$ cat config.mk
export PLATFORM = sky130hd
export DESIGN_NAME = alu_cmd_sequencer_flat
export DESIGN_NICKNAME = d
export VERILOG_FILES = /design/src/rtl/alu_pkg.sv /design/src/rtl/alu_cmd_sequencer_if.sv /design/src/rtl/alu_cmd_sequencer_alu_step.sv /design/src/rtl/alu_cmd_sequencer.sv /design/src/flat_wrapper.sv
export SDC_FILE = /design/constraint.sdc
export NUM_CORES = 1
export LEC_CHECK = 0
export ABC_AREA = 1
export BUFFER_PORTS_ARGS = -buffer_cell sky130_fd_sc_hd__buf_2
export CORE_UTILIZATION = 35
export DETAILED_ROUTE_END_ITERATION = 6
export GPL_TIMING_DRIVEN = 0
export MAX_ROUTING_LAYER = met4
export SLEW_MARGIN = 10
export SYNTH_ARGS = -nofsm -noshare
export SYNTH_HDL_FRONTEND = slang
export SYNTH_SLANG_ARGS = --single-unit
$ cat constraint.sdc
create_clock -name clk -period 2.9 [get_ports clk]
set_input_delay 0.29 -clock clk [delete_from_list [all_inputs] [get_ports clk]]
set_output_delay 0.29 -clock clk [all_outputs]
set_load 0.02 [all_outputs]
$ cat src/rtl/alu_pkg.sv
// Shared definitions for the ALU command sequencer: opcodes, FSM states, default width.
// Optional flag outputs are enabled by defining ALU_FLAGS_EN.
package alu_pkg;

   localparam int ALU_NUM_BITS = 4;

   // Opcode bits are {s0,s1,s2}, s0 is the MSB.
   localparam logic [2:0] OP_ADD = 3'b000;
   localparam logic [2:0] OP_SUB = 3'b001;
   localparam logic [2:0] OP_INC = 3'b010;
   localparam logic [2:0] OP_DEC = 3'b011;
   localparam logic [2:0] OP_AND = 3'b100;
   localparam logic [2:0] OP_OR  = 3'b101;
   localparam logic [2:0] OP_XOR = 3'b110;
   localparam logic [2:0] OP_SHR = 3'b111;

   typedef enum logic [1:0] {
      ST_IDLE = 2'd0,
      ST_EXEC = 2'd1,
      ST_DONE = 2'd2
   } state_t;

   // ADD/SUB/INC/DEC go through the adder; the upper four opcodes do not.
   function automatic logic op_is_arith(input logic [2:0] op);
      return ~op[2];
   endfunction

endpackage

$ cat src/rtl/alu_cmd_sequencer_if.sv
// Command and result channels of the ALU command sequencer.
// res_zero/res_ovf exist only when ALU_FLAGS_EN is defined.
interface alu_cmd_sequencer_if
   import alu_pkg::*;
#(
   parameter int NUM_BITS = ALU_NUM_BITS,
   parameter int CNT_W    = 3
) ();

   // Both channels are valid/ready: a transfer happens on a rising clk edge where
   // valid and ready are both high; the sender holds its payload stable until then.
   logic                cmd_valid;
   logic                cmd_ready;
   logic [2:0]          cmd_op;
   logic [NUM_BITS-1:0] cmd_a;
   logic [NUM_BITS-1:0] cmd_b;
   logic [CNT_W-1:0]    cmd_count;

   logic                res_valid;
   logic                res_ready;
   logic [NUM_BITS-1:0] res_data;
   logic                res_carry;
`ifdef ALU_FLAGS_EN
   logic                res_zero;
   logic                res_ovf;
`endif

   modport master (
      output cmd_valid, cmd_op, cmd_a, cmd_b, cmd_count, res_ready,
      input  cmd_ready, res_valid, res_data, res_carry
`ifdef ALU_FLAGS_EN
      , input res_zero, res_ovf
`endif
   );

   modport slave (
      input  cmd_valid, cmd_op, cmd_a, cmd_b, cmd_count, res_ready,
      output cmd_ready, res_valid, res_data, res_carry
`ifdef ALU_FLAGS_EN
      , output res_zero, res_ovf
`endif
   );

endinterface

$ cat src/rtl/alu_cmd_sequencer_alu_step.sv
// One combinational ALU step: y = a OP b with adder carry-out.
// Signed-overflow output o_ovf is present only when ALU_FLAGS_EN is defined.
module alu_step
   import alu_pkg::*;
#(
   parameter int NUM_BITS = ALU_NUM_BITS
) (
   input  logic [2:0]          i_op,
   input  logic [NUM_BITS-1:0] i_a,
   input  logic [NUM_BITS-1:0] i_b,
   output logic [NUM_BITS-1:0] o_y,
   output logic                o_carry
`ifdef ALU_FLAGS_EN
   , output logic              o_ovf
`endif
);

   localparam int MSB = NUM_BITS - 1;

   logic [NUM_BITS-1:0] w_opnd;
   logic                w_cin;
   logic [NUM_BITS:0]   w_sum;
   logic [NUM_BITS-1:0] w_shr;

   // Every arithmetic op is a + operand + cin on one shared adder.
   always_comb begin
      w_opnd = '0;
      w_cin  = 1'b0;
      case (i_op)
         OP_ADD:  w_opnd = i_b;
         OP_SUB:  begin
            w_opnd = ~i_b;
            w_cin  = 1'b1;
         end
         OP_INC:  w_cin  = 1'b1;
         OP_DEC:  w_opnd = '1;
         default: w_opnd = '0;
      endcase
   end

   assign w_sum = {1'b0, i_a} + {1'b0, w_opnd} + {{NUM_BITS{1'b0}}, w_cin};
   assign w_shr = $unsigned($signed(i_a) >>> 1);

   always_comb begin
      o_y     = '0;
      o_carry = 1'b0;
      case (i_op)
         OP_AND:  o_y = i_a & i_b;
         OP_OR:   o_y = i_a | i_b;
         OP_XOR:  o_y = i_a ^ i_b;
         OP_SHR:  o_y = w_shr;
         default: begin
            o_y     = w_sum[NUM_BITS-1:0];
            o_carry = w_sum[NUM_BITS];
         end
      endcase
   end

`ifdef ALU_FLAGS_EN
   assign o_ovf = op_is_arith(i_op) && (i_a[MSB] == w_opnd[MSB]) && (w_sum[MSB] != i_a[MSB]);
`endif

endmodule

$ cat src/rtl/alu_cmd_sequencer.sv
// Iterative ALU sequencer: takes {op, A, B, count}, runs acc <= acc OP B count+1 times, returns the result.
// Define ALU_FLAGS_EN to add the registered res_zero/res_ovf outputs.
module alu_cmd_sequencer
   import alu_pkg::*;
#(
   parameter int NUM_BITS = ALU_NUM_BITS,
   parameter int CNT_W    = 3
) (
   input  logic                  clk,
   input  logic                  rst,
   alu_cmd_sequencer_if.slave    io_bus,
   output state_t                o_state
);

   state_t              r_state;
   logic [2:0]          r_op;
   logic [NUM_BITS-1:0] r_b;
   logic [NUM_BITS-1:0] r_acc;
   logic                r_carry;
   logic [CNT_W-1:0]    r_cnt;
   logic [CNT_W-1:0]    r_cnt_max;
   logic                r_cmd_ready;
   logic                r_res_valid;
`ifdef ALU_FLAGS_EN
   logic                r_zero;
   logic                r_ovf;
   logic                w_ovf;
`endif

   logic [NUM_BITS-1:0] w_y;
   logic                w_carry;

   alu_step #(.NUM_BITS(NUM_BITS)) u_step (
      .i_op    (r_op),
      .i_a     (r_acc),
      .i_b     (r_b),
      .o_y     (w_y),
      .o_carry (w_carry)
`ifdef ALU_FLAGS_EN
      , .o_ovf (w_ovf)
`endif
   );

   always_ff @(posedge clk) begin
      if (rst) begin
         r_state     <= ST_IDLE;
         r_op        <= OP_ADD;
         r_b         <= '0;
         r_acc       <= '0;
         r_carry     <= 1'b0;
         r_cnt       <= '0;
         r_cnt_max   <= '0;
         r_cmd_ready <= 1'b1;
         r_res_valid <= 1'b0;
`ifdef ALU_FLAGS_EN
         r_zero      <= 1'b0;
         r_ovf       <= 1'b0;
`endif
      end else begin
         case (r_state)
            ST_IDLE: begin
               if (io_bus.cmd_valid && r_cmd_ready) begin
                  r_op        <= io_bus.cmd_op;
                  r_b         <= io_bus.cmd_b;
                  r_cnt_max   <= io_bus.cmd_count;
                  r_acc       <= io_bus.cmd_a;
                  r_cnt       <= '0;
                  r_cmd_ready <= 1'b0;
                  r_state     <= ST_EXEC;
               end
            end
            ST_EXEC: begin
               r_acc   <= w_y;
               r_carry <= w_carry;
`ifdef ALU_FLAGS_EN
               r_zero  <= (w_y == '0);
               r_ovf   <= w_ovf;
`endif
               // The step whose counter matches the latched count is the last one.
               if (r_cnt == r_cnt_max) begin
                  r_res_valid <= 1'b1;
                  r_state     <= ST_DONE;
               end else begin
                  r_cnt <= r_cnt + 1'b1;
               end
            end
            ST_DONE: begin
               if (io_bus.res_ready) begin
                  r_res_valid <= 1'b0;
                  r_cmd_ready <= 1'b1;
                  r_state     <= ST_IDLE;
               end
            end
            default: begin
               r_res_valid <= 1'b0;
               r_cmd_ready <= 1'b1;
               r_state     <= ST_IDLE;
            end
         endcase
      end
   end

   assign io_bus.cmd_ready = r_cmd_ready;
   assign io_bus.res_valid = r_res_valid;
   assign io_bus.res_data  = r_acc;
   assign io_bus.res_carry = r_carry;
`ifdef ALU_FLAGS_EN
   assign io_bus.res_zero  = r_zero;
   assign io_bus.res_ovf   = r_ovf;
`endif
   assign o_state = r_state;

endmodule

$ cat src/flat_wrapper.sv
// flat-port wrapper written by rule: the top's interface ports become plain ports
module alu_cmd_sequencer_flat import alu_pkg::*;
#(
   parameter int NUM_BITS = ALU_NUM_BITS,
   parameter int CNT_W    = 3
)
  (clk, rst, o_state, io_bus_cmd_valid, io_bus_cmd_op, io_bus_cmd_a, io_bus_cmd_b, io_bus_cmd_count, io_bus_res_ready, io_bus_cmd_ready, io_bus_res_valid, io_bus_res_data, io_bus_res_carry);
  alu_cmd_sequencer_if #(.NUM_BITS(NUM_BITS), .CNT_W(CNT_W)) io_bus_i ();
  input  logic clk;
  input  logic rst;
  output state_t o_state;
  input wire logic [$bits(io_bus_i.cmd_valid)-1:0] io_bus_cmd_valid;
  input wire logic [$bits(io_bus_i.cmd_op)-1:0] io_bus_cmd_op;
  input wire logic [$bits(io_bus_i.cmd_a)-1:0] io_bus_cmd_a;
  input wire logic [$bits(io_bus_i.cmd_b)-1:0] io_bus_cmd_b;
  input wire logic [$bits(io_bus_i.cmd_count)-1:0] io_bus_cmd_count;
  input wire logic [$bits(io_bus_i.res_ready)-1:0] io_bus_res_ready;
  output wire logic [$bits(io_bus_i.cmd_ready)-1:0] io_bus_cmd_ready;
  output wire logic [$bits(io_bus_i.res_valid)-1:0] io_bus_res_valid;
  output wire logic [$bits(io_bus_i.res_data)-1:0] io_bus_res_data;
  output wire logic [$bits(io_bus_i.res_carry)-1:0] io_bus_res_carry;
  assign io_bus_i.cmd_valid = io_bus_cmd_valid;
  assign io_bus_i.cmd_op = io_bus_cmd_op;
  assign io_bus_i.cmd_a = io_bus_cmd_a;
  assign io_bus_i.cmd_b = io_bus_cmd_b;
  assign io_bus_i.cmd_count = io_bus_cmd_count;
  assign io_bus_i.res_ready = io_bus_res_ready;
  assign io_bus_cmd_ready = io_bus_i.cmd_ready;
  assign io_bus_res_valid = io_bus_i.res_valid;
  assign io_bus_res_data = io_bus_i.res_data;
  assign io_bus_res_carry = io_bus_i.res_carry;
  alu_cmd_sequencer #(.NUM_BITS(NUM_BITS), .CNT_W(CNT_W)) u_core (.clk(clk), .rst(rst), .io_bus(io_bus_i), .o_state(o_state));
endmodule
Word-level counts from Yosys, hierarchy flattened
Index checks and enable logic that the tools add are counted.
{"block": "classes", "addsub": 3, "n_eq_ne": 15, "n_mux": 19, "bitwise_logic": 6, "reduce_logical": 13}
{"op": "4-bit case mux with 4 select lines", "n": 1}
{"op": "3-bit AND reduction", "n": 5}
{"op": "3-bit == test (second input constant)", "n": 4}
{"op": "4-bit case mux with 3 select lines", "n": 1}
{"op": "4-bit case mux with 2 select lines", "n": 1}
{"op": "3-bit by 2-bit == test with 1-bit output (second input constant)", "n": 2}
{"op": "1-bit two-way mux", "n": 6}
{"op": "2-bit two-way mux", "n": 3}
{"op": "3-bit two-way mux", "n": 2}
{"op": "2-bit inequality test (second input constant)", "n": 3}
{"op": "1-bit case mux with 3 select lines", "n": 2}
{"op": "2-bit case mux with 3 select lines", "n": 1}
{"op": "3-bit case mux with 2 select lines", "n": 1}
{"op": "4-bit by 4-bit adder with 5-bit output", "n": 1}
{"op": "5-bit by 1-bit adder with 5-bit output", "n": 1}
{"op": "4-bit AND", "n": 1}
{"op": "4-bit two-way mux", "n": 1}
{"op": "2-bit by 1-bit inequality test with 1-bit output (second input constant)", "n": 2}
{"op": "4-bit inverter", "n": 1}
{"op": "4-bit OR", "n": 1}
{"op": "2-bit AND reduction", "n": 2}
{"op": "4-bit OR reduction", "n": 1}
{"op": "4-bit bitwise XOR", "n": 1}
{"op": "3-bit by 1-bit adder with 3-bit output (second input constant)", "n": 1}
{"op": "10 further kinds", "n": 11}
{"block": "totals", "ff_bits": 22, "in_bits": 18, "output_inout_bits": 9, "wordCells": 66}

Longest topological paths before layout
{"block": "logic_depth", "depth_word": 6, "ltp_mapped": 12}

By module
Synthesis repeated with hierarchy kept, for this count alone.
{"block": "unflattened", "hier_cells": 213, "area_unflattened_um2": 1481.4}
{"module": "alu_cmd_sequencer", "n_inst": 1, "cells_each": 123, "area_per_inst_um2": 913.4, "seq_area_each_um2": 440.4}
{"module": "alu_step", "n_inst": 1, "cells_each": 90, "area_per_inst_um2": 568.0, "seq_area_each_um2": 0.0}

Worst setup path after synthesis
OpenSTA, ideal clock, no wires.
{"block": "synth_path", "path_kind": "register to register", "from": "reg u_core.r_op[0]", "to": "reg u_core.r_carry (netlist: u_core.io_bus.res_carry)", "setup_ps": 122, "arrival_time_ps": 1880, "t_required_ps": 2778, "setup_slack_ps": 899, "stages_incl_launch_ff": 12, "synth_period_minus_slack_ps": 2001, "cell_sequence": "dfxtp_1 buf_6 xor2_1 nand2_1 o211ai_1 fa_1 inv_1 fa_1 a21oi_1 nor2_1 o21ai_0 a21oi_1"}
{"block": "synth_via", "elab_chain_len": 5, "elab_cells_between_ends": 15, "cone_classes": "2 x add/sub; 7 x eq/ne; 3 x mux; 3 x reduce/logical"}
{"item": "start: declaration", "line_no": "alu_cmd_sequencer.sv:16", "text": "logic [2:0] r_op;"}
{"item": "start signal: assignment", "line_no": "alu_cmd_sequencer.sv:63", "text": "r_op <= io_bus.cmd_op;"}
{"item": "3-bit by 2-bit == test with 1-bit output (tied with other cells)", "line_no": "alu_cmd_sequencer_alu_step.sv:29", "text": "case (i_op)"}
{"item": "4-bit case mux with 3 select lines / 2-bit OR reduction (equally long branches)"}
{"item": "4-bit by 4-bit adder with 5-bit output / 1-bit two-way mux (equally long branches)", "line_no": "alu_cmd_sequencer_alu_step.sv:41, alu_cmd_sequencer_alu_step.sv:29"}
{"item": "5-bit by 1-bit adder with 5-bit output", "line_no": "alu_cmd_sequencer_alu_step.sv:41", "text": "assign w_sum = {1'b0, i_a} + {1'b0, w_opnd} + {{NUM_BITS{1'b0}}, w_cin};"}
{"item": "1-bit two-way mux (*)", "line_no": "alu_cmd_sequencer_alu_step.sv:47", "text": "case (i_op)"}
{"item": "end signal: assignment", "line_no": "alu_cmd_sequencer.sv:74", "text": "r_carry <= w_carry;"}
{"item": "end: declaration", "line_no": "alu_cmd_sequencer.sv:19", "text": "logic r_carry;"}
Mark *: on every way between the ends. The rest lies on a longest branch, timed or not.
A chain may end at the register's enable or synchronous reset.

Worst setup path after layout
{"block": "layout_path", "from": "reg u_core.r_op[1]", "to": "reg u_core.r_carry (netlist: u_core.io_bus.res_carry)"}
Same word-level chain as after synthesis.

==> results.md <==
- R2r worst-path depth: 10
- P_leak: 0.000839 µW
- Max Cap Violations: 0
- Final Max Tran Viols: 0
- Yosys warnings: 0
- Setup violators final: 0
- Reg-to-reg endpoint: u_core.io_bus.res_carry
- Number of CTS-inserted buffers: 3
- CTS tree: yes
- Cell Pwr Density: 631 nW/µm²
- CTS max path bufs: 2
- Main synth FF type: dfxtp_1
- Hold Crit Start: rst
- Cts repair resizes: 0
- # port buffers: 26
- Core Util, Final: 43.8%
- FFs w/ async S/R, synth: 0%
- Period minus WS final: 2370 ps
- CP arrival: 2530 ps
- Reg2reg start: u_core.r_op[1]
- Setup Buffers After CTS: 0
- CP required: 3050 ps
- Clock Tree Root: clkbuf_8
- Sw Ratio: 40.9%
- Fmax: 0.422 GHz
- # IOs: 27
- Most common cell in the netlist: nand2_1
- Status: finished clean
- Vias in the first global route: 1216
- Syn_nets: 234
- Commonest cells post-synth: nand2_1, inv_1, a21oi_1, dfxtp_1, nand3_1
- Post-synthesis average cell area: 7.02 µm²
- Sequential Power Share: 38.5%
- Crit path kind: flip-flop to flip-flop
- Max VDD drop: 0.293 mV
- First-pass GRT wire length: 5.67 mm
- Worst Skew: 2.81 ps
- Initial core utilization: 37.6%
- Clock power frac: 18.5%
- Worst slew margin: 71.7%
- Setup crit end kind: flip-flop
- Hold path cells: 2
- Area contributors post-synth: dfxtp_1, ha_1, nand2_1
- Hold buffer count at cts: 0
- Overflow after GRT: 0
- Sequential element share of the synthesized area: 31.0%
- TritonRoute pass-1 iters: 4
- Largest area contributor in the netlist: dfxtp_1
- Ratio of cells with drive above 1 in the final layout: 18.6%
- RSZ-0062 raised after global routing: false
- Clock Sinks: 22
- Largest net degree at the start of global routing: 12
- Internal: 616 µW
- WL/cell: 11.9 µm
- Vias: 1361
- Final HPWL from detailed placement: 2.58 mm
- Switch Pwr: 426 µW
- Top-area cell type share of the netlist area: 31.0%
- Post-route clock period utilization: 81.8%
- Core area: 3770 µm²
- Worst slew pin tran: 423 ps
- Total negative slack: 0 ps
- ANT cells: 0
- Distinct cell type count after synthesis: 24
- Nets: 265
- Die Area: 4310 µm²
- Gpl congestion: 0.833
- Comb power frac: 43.0%
- CP Max Fanout: 6
- Fillers: 407
- EDFF count, synth: 0
- FP Rows: 22
- Htree depth: 1
- Area Overhead vs Synth: 16.3%
- Cell count after synthesis: 202
- Final WL: 3.32 mm
- Die W: 65.7 µm
- Reg clk slew, reported paths: 80 ps
- Worst R2R Setup Slack: 530 ps
- Synth Cell Area: 1420 µm²
- Initial antenna violation count: 0
- Die height: 65.7 µm
- Final Hold Vio Count: 0
- Clk_lat worst skew: 260 ps
- Hold/Removal Path Class: input pin to flip-flop
- DRC viols: 0
- Tot GR Track Use: 17.7%
- Worst Hold Endpoint: u_core.r_cnt[2]
- Post-DRT Antenna Nets: 0
- Vias per std cell: 4.88
- Seq cells post-synth: 22
- Crit start category: flip-flop
- Iteration-0 DRC Markers: 59
[kinds of logic after synthesis]
kind of cell               count (synthesis)  share of synthesized area (%)
DFF                                       22                           31.0
xor gates and xnor gates                   4                           2.47
and+or+nand+nor                           75                           23.5
AOI/OAI and AO/OA                         46                           16.8
buffers and inverters                     41                           12.8
adders and majority gates                 14                           13.4
[critical path: stages (launching register included)]
cell and delay (ps):
dfxtp_1 460, xor2_1 400, nand2_1 90, o211ai_1 120
fa_1 200, inv_1 60, fa_1 410, a21oi_1 160
nor2_1 50, o21ai_0 210, a21oi_1 90
[registers in the layout (all words and copies together), names as in the netlist]
register,count
u_core.r_cnt,3
u_core.io_bus.res_valid,1
u_core.r_cnt_max,3
u_core.r_op,3
u_core.io_bus.res_data,4
u_core.io_bus.cmd_ready,1
u_core.r_b,4
u_core.io_bus.res_carry,1
u_core.o_state,2
[per-stage QoR]
stage                     power [µW]  cells  hold WS, ps  cell area (µm²)  setup WS, ps
after global routing            1140    279          277             1650           345
after floorplan                  737    202          359             1420           899
after global placement           855    276          463             1610           581
after detailed placement         861    276          463             1610           566
final                           1040    279          259             1650           528
after CTS                       1050    279          258             1650           537
[area by class of cell]
class | instances | area, µm² | area share, %
Inverter | 34 | 128 | 7.73
Sequential cell | 22 | 440 | 26.7
Buffer | 7 | 53.8 | 3.26
Multi-Input combinational cell | 139 | 797 | 48.3
Timing Repair Buffer | 26 | 130 | 7.88
Tap cell | 48 | 60.1 | 3.64
Clock buffer | 3 | 41.3 | 2.50
[layout by cell type (no fill, tap or decap)]
master / n
or2_2: 1
dfxtp_1: 22
a22oi_1: 1
o21ai_0: 19
nor3b_1: 1
buf_2: 29
nand3_2: 1
o22ai_1: 3
inv_1: 32
nand4_1: 2
o211ai_1: 1
clkbuf_8: 3
nand3_1: 21
inv_2: 2
clkbuf_2: 1
nand2_1: 35
ha_1: 12
nand2_2: 2
nor2_1: 11
xor2_1: 2
a21oi_1: 22
fa_1: 2
xnor2_1: 2
nor2_2: 1
buf_6: 3
[power groups by stage]
| stage | logic [µW] | clock network (µW) | registers [µW] |
|---|---|---|---|
| after detailed placement | 452 | 0 | 409 |
| after global placement | 447 | 0 | 408 |
| after global routing | 519 | 209 | 409 |
| final | 448 | 193 | 402 |
| after floorplan | 312 | 0 | 425 |
| after CTS | 454 | 196 | 402 |
[worst max path at each step]
stage,startpoint,endpoint,slack [ps],cells after the start
final,u_core.r_op[1],u_core.io_bus.res_carry,530,10
after global placement,u_core.r_op[1],u_core.io_bus.res_carry,580,10
after CTS,u_core.r_op[1],u_core.io_bus.res_carry,540,10
after floorplan,u_core.r_op[0],u_core.io_bus.res_carry,900,11
after detailed placement,u_core.r_op[1],u_core.io_bus.res_carry,570,10
after global routing,u_core.r_op[0],u_core.io_bus.res_carry,350,11
[layer usage]
layer | wire, µm | GRT usage (%) | up-vias
li1 | - | - | 717
met1 | 1680 | 22.8 | 613
met2 | 1460 | 27.8 | 29
met3 | 160 | 4.51 | 2
met4 | 17 | 4.08 | 0
met5 | 0 | - | -
(Power assumes the default switching activity.)
